[src/rtl/serial_adder_unit.sv]
// ----------------------------------------------------------------------------
// serial_adder_unit
//
// Bit-serial adder/subtractor. An operation is requested with a one-cycle
// start while idle. The operands and mode are captured at that point. The
// block then adds one bit per clock, LSB first, for WIDTH cycles. It
// finishes with a one-cycle done pulse, in which the registered result is
// valid. Subtraction is performed as a + ~b + 1, so carryOutput=1 means
// "no borrow" in that mode.
//
// Optional feature macro: SERIAL_ADDER_OVF_EN
//    When defined, an extra output 'overflow' reports signed two's-complement
//    overflow of the last completed operation.
//
// Ports
//    clk          in   1      rising-edge clock for all state
//    rst          in   1      synchronous active-high reset
//    start        in   1      begin an operation (only honoured while idle)
//    mode         in   1      0 = add, 1 = subtract (captured with start)
//    a            in   WIDTH  first operand (captured with start)
//    b            in   WIDTH  second operand (captured with start)
//    carryInput   in   1      carry-in for add (captured with start)
//    sum          out  WIDTH  registered result, held until next completion
//    carryOutput  out  1      registered final carry (subtract: 1 = no borrow)
//    busy         out  1      high while an operation is running or finishing
//    done         out  1      one-cycle completion pulse
//    overflow     out  1      signed overflow (only with SERIAL_ADDER_OVF_EN)
// ----------------------------------------------------------------------------
module serial_adder_unit #(
    parameter int WIDTH = 8
) (
    input  logic             clk,
    input  logic             rst,
    input  logic             start,
    input  logic             mode,
    input  logic [WIDTH-1:0] a,
    input  logic [WIDTH-1:0] b,
    input  logic             carryInput,
    output logic [WIDTH-1:0] sum,
    output logic             carryOutput,
    output logic             busy,
`ifdef SERIAL_ADDER_OVF_EN
    output logic             done,
    output logic             overflow
`else
    output logic             done
`endif
);

    // The counter only has to reach WIDTH-1, so it needs ceil(log2(WIDTH))
    // bits, with a floor of one bit.
    localparam int CW = (WIDTH > 2) ? $clog2(WIDTH) : 1;
    localparam logic [CW-1:0] LAST_BIT = CW'(WIDTH - 1);

    // The partial-result register only ever holds the WIDTH-1 bits already
    // produced. The final bit joins them directly on the way into sum.
    localparam int RW = WIDTH - 1;

    typedef enum logic [1:0] {
        IDLE,
        RUN,
        DONE
    } stateT;

    stateT            state;
    stateT            nextState;

    logic [WIDTH-1:0] shiftA;
    logic [WIDTH-1:0] shiftB;
    logic [RW-1:0]    result;
    logic             carry;
    logic [CW-1:0]    bitCount;

    logic             sumBit;
    logic             carryNext;
    logic             lastBit;

    // State register. Reset always returns to IDLE, whatever else is going on.
    always_ff @(posedge clk) begin
        if (rst) begin
            state <= IDLE;
        end else begin
            state <= nextState;
        end
    end

    // Next-state decode plus the one-bit full adder that RUN uses. busy and
    // done are plain state decodes, so a reset clears them on the next cycle.
    always_comb begin
        nextState = state;
        busy      = 1'b0;
        done      = 1'b0;
        sumBit    = shiftA[0] ^ shiftB[0] ^ carry;
        carryNext = (shiftA[0] & shiftB[0]) | (shiftA[0] & carry) | (shiftB[0] & carry);
        lastBit   = (bitCount == LAST_BIT);

        case (state)
            IDLE: begin
                if (start) begin
                    nextState = RUN;
                end
            end
            RUN: begin
                busy = 1'b1;
                if (lastBit) begin
                    nextState = DONE;
                end
            end
            DONE: begin
                busy      = 1'b1;
                done      = 1'b1;
                nextState = IDLE;
            end
            default: begin
                nextState = IDLE;
            end
        endcase
    end

    // Datapath. Operands are captured only when a start is accepted, so
    // input changes during RUN cannot disturb an operation. The visible
    // results are written only on the final RUN cycle. Subtraction is
    // performed by inverting b and forcing the initial carry to 1.
    always_ff @(posedge clk) begin
        if (rst) begin
            shiftA      <= '0;
            shiftB      <= '0;
            result      <= '0;
            carry       <= 1'b0;
            bitCount    <= '0;
            sum         <= '0;
            carryOutput <= 1'b0;
`ifdef SERIAL_ADDER_OVF_EN
            overflow    <= 1'b0;
`endif
        end else begin
            case (state)
                IDLE: begin
                    if (start) begin
                        shiftA   <= a;
                        shiftB   <= mode ? ~b : b;
                        carry    <= mode ? 1'b1 : carryInput;
                        bitCount <= '0;
                    end
                end
                RUN: begin
                    shiftA <= shiftA >> 1;
                    shiftB <= shiftB >> 1;
                    result <= RW'({sumBit, result} >> 1);
                    carry  <= carryNext;
                    if (lastBit) begin
                        sum         <= {sumBit, result};
                        carryOutput <= carryNext;
`ifdef SERIAL_ADDER_OVF_EN
                        // On the MSB cycle, 'carry' is the carry into the MSB.
                        overflow    <= carry ^ carryNext;
`endif
                    end else begin
                        bitCount <= bitCount + CW'(1);
                    end
                end
                default: begin
                end
            endcase
        end
    end

endmodule

[config.mk]
export PLATFORM = sky130hd
export DESIGN_NAME = serial_adder_unit
export DESIGN_NICKNAME = d
export VERILOG_FILES = /design/src/rtl/serial_adder_unit.sv
export SDC_FILE = /design/constraint.sdc
export NUM_CORES = 1
export LEC_CHECK = 0
export BUFFER_PORTS_ARGS = -buffer_cell sky130_fd_sc_hd__buf_4
export CAP_MARGIN = 20
export CORE_UTILIZATION = 34
export CTS_CLUSTER_SIZE = 28
export DETAILED_ROUTE_END_ITERATION = 16
export HOLD_SLACK_MARGIN = 0.08
export PLACE_DENSITY_LB_ADDON = 0.3
export SLEW_MARGIN = 0
export SYNTH_ARGS = -nofsm -noshare
export SYNTH_HDL_FRONTEND = slang
export SYNTH_SLANG_ARGS = --single-unit
[constraint.sdc]
create_clock -name clk -period 1.95 [get_ports clk]
set_input_delay 0.4875 -clock clk [delete_from_list [all_inputs] [get_ports clk]]
set_output_delay 0.4875 -clock clk [all_outputs]
set_load 0.005 [all_outputs]
# Word level (Yosys, flattened, before mapping)
# Cells that the tools add are included.
[classes]
add_sub_neg = 1
n_eq_ne = 6
muxes = 16
bitwise = 8
n_reduce_logical = 7
[op_table]
columns = ["cell", "count"]
rows = [
  ["case mux 8 bit (2 select lines)", 2],
  ["two-way mux 8 bit", 3],
  ["NOT 8 bit", 1],
  ["two-way mux 3 bit", 2],
  ["!= test 2 bit, second input constant", 3],
  ["case mux 3 bit (2 select lines)", 1],
  ["AND reduction 2 bit", 3],
  ["two-way mux 1 bit", 4],
  ["two-way mux 2 bit", 2],
  ["case mux 2 bit (2 select lines)", 1],
  ["adder 3 x 1 -> 3 bit, second input constant", 1],
  ["AND 1 bit", 3],
  ["equality test 3 bit, second input constant", 1],
  ["AND reduction 3 bit", 1],
  ["equality test 2 x 1 -> 1 bit, second input constant", 1],
  ["equality test 2 bit, second input constant", 1],
  ["zero test 2 bit", 1],
  ["bitwise OR 1 bit", 2],
  ["case mux 1 bit (2 select lines)", 1],
  ["nonzero test 2 bit", 1],
  ["OR reduction 2 bit", 1],
  ["XOR 1 bit", 2],
]
[word_totals]
ff_bits = 38
in_bits = 21
out_inout_bits = 11
word_cells = 46

# Logic depth before layout (Yosys ltp)
[logic_depth]
depth_word = 4
mapped_depth = 6
depth_no_buf = 5

# Worst setup path before layout
# No wires, ideal clock.
[synth_timing]
path_type = "reg2reg"
from = "register bitCount[0]"
to = "register bitCount[2]"
setup_ns = 0.135
arrival_time_ns = 1.425
required_ns = 1.815
slack_ns = 0.390
path_stages_with_launch = 7
path_buffers = 1
period_less_slack_ns = 1.560
path_cell_list = "dfxtp_1 ha_1 ha_1 and2_1 buf_2 o311ai_0 o41ai_1"
[synth_between]
elab_chain_cells = 3
word_cells_on_any_way = 6
cone_classes = "add/sub: 1; eq/ne: 2; mux: 2; reduce/logical: 1"
[synth_rtl]
columns = ["element", "line", "rtl"]
rows = [
  ["from (decl)", "72", "logic [CW-1:0] bitCount;"],
  ["from (signal assigned)", "159", "bitCount <= bitCount + CW'(1);"],
  ["adder 3 x 1 -> 3 bit or equality test 3 bit (tied branches)", "159, 95", ""],
  ["two-way mux 3 bit or != test 2 bit (tied branches)", "n/a", ""],
  ["case mux 3 bit (2 select lines) or AND reduction 3 bit (tied branches)", "n/a", ""],
]
# Parallel ways exist; a longest one is shown, timed or not. The select of a mux whose other input is x is not followed.
# A chain may end at the register's enable or synchronous reset.

# Worst setup path in the final report
# Ends and elaborated chain as after synthesis.

==> flow_summary_export.csv <==
group,metric,value,unit
outcome,status,"complete, no violations",
synth,postSynthCellCount,194,
synth,synth_area_leaders,"sky130_fd_sc_hd__dfxtp_1 43%, sky130_fd_sc_hd__mux2i_1 8.5%, sky130_fd_sc_hd__nand2_1 6.6%",
power_and_ir_drop,seq_power_share,0.454,
worst_setup_path,cp_slowest_cell,"sky130_fd_sc_hd__o311ai_0",
floorplan,core_region_area,4880,µm²
synth,synth_edf_count,0,
floorplan,floorplan.die_area,5500,µm²
power_and_ir_drop,netSwitchingPower,484,µW
global_route,grt_pass1_vias,1214,
timing,rsz0062_at_grt,"no",
timing,maxSlewViolCount,0,
synth,postSynthNetCount,223,
cts,cts_hold_buffers,0,
global_route,grt_antenna_before_repair,0,
global_route,global_route.overflow_total,0,
timing,skew,2.63,ps
global_route,grt_first_pass_wirelength,5330,µm
timing,maxSlewHeadroom,0.737,
placed_design,dpl.hpwl,2250,µm
timing,setup_violations,0,
synth,yosysMostFrequentCell,"sky130_fd_sc_hd__dfxtp_1",
cells_and_area,stdcell_count,290,
cts,htree_levels,2,
cts,cts_root_buffer_type,"sky130_fd_sc_hd__clkbuf_8",
routing,detail_route.drc_violations,0,
power_and_ir_drop,clock_power_frac,0.353,
worst_setup_path,timing.critical_path.slowest_cell_delay,380,ps
power_and_ir_drop,static-leakage-power,0.000854,µW
timing,timing_worst_slew_pin_value,395,ps
cells_and_area,fill_cells,524,
worst_setup_path,cp_class,"register to register",
floorplan,rows,25,
synth,postSynth.topFlopCell,"sky130_fd_sc_hd__dfxtp_1",
worst_setup_path,cp.buffers_inverters,0,
routing,wl_per_cell,11.3,µm
cts,cts-resized-gates,0,
floorplan,dieHeight,74.2,µm
worst_setup_path,worst_setup_path_start_kind,"register",
cells_and_area,finish.net_count,252,
worst_setup_path,crit_path_max_fanout,12,
worst_setup_path,cp_common_cell,"sky130_fd_sc_hd__ha_1",
timing,fmaxAchievable,595,MHz
floorplan,pin_count,32,
worst_setup_path,setup_crit_end_kind,"register",
routing,firstDrtPassIters,4,
routing,via_per_inst,4.73,
cts,worst_skew_pair.late_latency,290,ps
routing,overall_via_count_from_detail_route,1373,
cts,number_of_buffers_created_by_cts,5,
synth,ys_types,32,
synth,netlist.top_cell.by_area,"sky130_fd_sc_hd__dfxtp_1",
worst_setup_path,cp.arrival,1840,ps
synth,synth_area,1770,µm²
floorplan,die_width,74.2,µm
synth,asyncSetResetFlopFracSynth,0,
cells_and_area,drive_above_1_share,0.197,
synth,ys_seq_elements,38,
run,maxCapViolations,0,
placed_design,portBuffers,31,
routing,drt_iter0_drc,47,
power_and_ir_drop,switching_share,0.254,
cts,clk_pin_slew_worst_paths,70,ps
synth,synth_largest_type_area_fraction,0.430,
global_route,grt_start_max_net_pins,38,
worst_setup_path,critical_path.top_delay_family,"compound AO/OA/AOI/OAI gates",
timing,final.setup.tns,0,ps
placed_design,dp_cells,283,
timing,fin_crit_sh,0.862,
timing,fin_worst_hold_slack,446,ps
cts,maximum_buffer_depth_of_the_clock_tree,2,
power_and_ir_drop,combinationalPowerShare,0.193,
power_and_ir_drop,vdd_drop_max,343,µV
routing,routed_wire_length,3290,µm
cells_and_area,final_core_util,0.442,
floorplan,initial_core_util,0.363,
cts,cts_tree,"yes",
placed_design,finalWeightedCongestion,0.783,
routing,final_antenna_net_count,0,
cts,postCtsSetupBuffers,0,
cts,clkSinkCount,38,
synth,synth.cells.most_frequent,"38 x sky130_fd_sc_hd__dfxtp_1, 31 x sky130_fd_sc_hd__nand2_1, 21 x sky130_fd_sc_hd__a21oi_1",
worst_hold_path,hp-class,"register to register",
synth,ys.warnings.count,0,
timing,minimum_period_implied_by_the_final_worst_setup_slack,1680,ps
synth,postSynthAreaPerCell,9.13,µm²
power_and_ir_drop,power_density,884,nW/µm²
synth,yosysSeqAreaShare,0.430,
cells_and_area,syn2layout_area_growth,21.8,%
global_route,grtUsageTotal,0.132,
power_and_ir_drop,power.internal,1420,µW
worst_setup_path,timing.critical_path.cells,"ha_1, ha_1, and2_1, o311ai_0, o41ai_1",
worst_setup_path,worstPathRequired,2110,ps
cells_and_area,antenna-diode-count,0,
timing,finalHoldViolations,0,
-- cell usage in the layout (no fill, tap or decap), types with 2 or more instances in the layout --
cell type / n
sky130_fd_sc_hd__buf_4: 34
sky130_fd_sc_hd__inv_1: 3
sky130_fd_sc_hd__xor2_1: 7
sky130_fd_sc_hd__nand2_1: 31
sky130_fd_sc_hd__mux2i_1: 15
sky130_fd_sc_hd__ha_1: 7
sky130_fd_sc_hd__a21oi_1: 21
sky130_fd_sc_hd__clkbuf_8: 6
sky130_fd_sc_hd__a211oi_1: 7
sky130_fd_sc_hd__o311ai_0: 4
sky130_fd_sc_hd__nor2_1: 16
sky130_fd_sc_hd__nand2b_1: 9
sky130_fd_sc_hd__o211ai_1: 7
sky130_fd_sc_hd__o41ai_1: 2
sky130_fd_sc_hd__dfxtp_1: 38
-- path summary, 6_finish.rpt --
check	startpoint	endpoint	slack, ps	cells after the start
setup reg to reg	bitCount[0]$_SDFFE_PP0P_	bitCount[2]$_SDFFE_PP0P_	270	5
setup / recovery	bitCount[0]$_SDFFE_PP0P_	bitCount[2]$_SDFFE_PP0P_	270	5
hold / removal	shiftB[3]$_SDFFE_PP0P_	shiftB[3]$_SDFFE_PP0P_	450	2
hold reg to reg	shiftB[3]$_SDFFE_PP0P_	shiftB[3]$_SDFFE_PP0P_	450	2
-- area by class of cell --
cell class	instances	area [µm²]	share of cell area
clock inverter	1	30.0	0.0139
clock buffer	6	82.6	0.0383
timing repair buffer	35	275	0.128
inverter	3	11.3	0.00522
multi-input combinational	140	912	0.423
sequential	38	761	0.353
tap	67	83.8	0.0389
-- through the flow --
stage / power [µW] / setup WS (ps) / cell area, µm²
after floorplan: 1170 / 390 / 1770
after global placement: 1260 / 333 / 2040
after detailed placement: 1260 / 266 / 2040
after CTS: 1940 / 257 / 2160
after global routing: 2020 / 115 / 2160
final: 1910 / 269 / 2160
-- tightest hold or removal path, cell delays in order (launching register included) --
cell and delay (ps):
sky130_fd_sc_hd__dfxtp_1 310, sky130_fd_sc_hd__nand2_1 50, sky130_fd_sc_hd__a21oi_1 50
-- power by group through the flow --
stage	clock (µW)	sequential, µW	combinational, µW
3_3_place_gp	0	882	373
2_1_floorplan	0	876	292
6_report	672	865	369
3_5_place_dp	0	883	375
5_1_grt	731	873	411
4_1_cts	694	865	376
-- registers in the layout (all words and copies together), names as in the netlist --
register and flops:
carry 1, carryOutput 1, sum 8, result 7
shiftA 8, bitCount 3, state 2, shiftB 8
-- cells by family (layout without fill, tap and decap cells) --
group / Yosys count / count (layout) / synth area share
DFF: 38 / 38 / 0.430
muxes: 16 / 16 / 0.0933
buffers and inverters: 16 / 45 / 0.0551
and+or+nand+nor: 64 / 64 / 0.162
AOI/OAI and AO/OA: 44 / 44 / 0.160
xor gates and xnor gates: 8 / 8 / 0.0396
adders and majority gates: 8 / 8 / 0.0608
-- routing by layer --
metal,GRT usage,part of all wire,up-vias
met1,0.168,0.50,609
met5,0,0,-
met3,0.0420,0.047,9
li1,-,-,726
met2,0.186,0.42,29
met4,0.0962,0.026,0
Note: power is estimated with default switching activity, not from simulation.
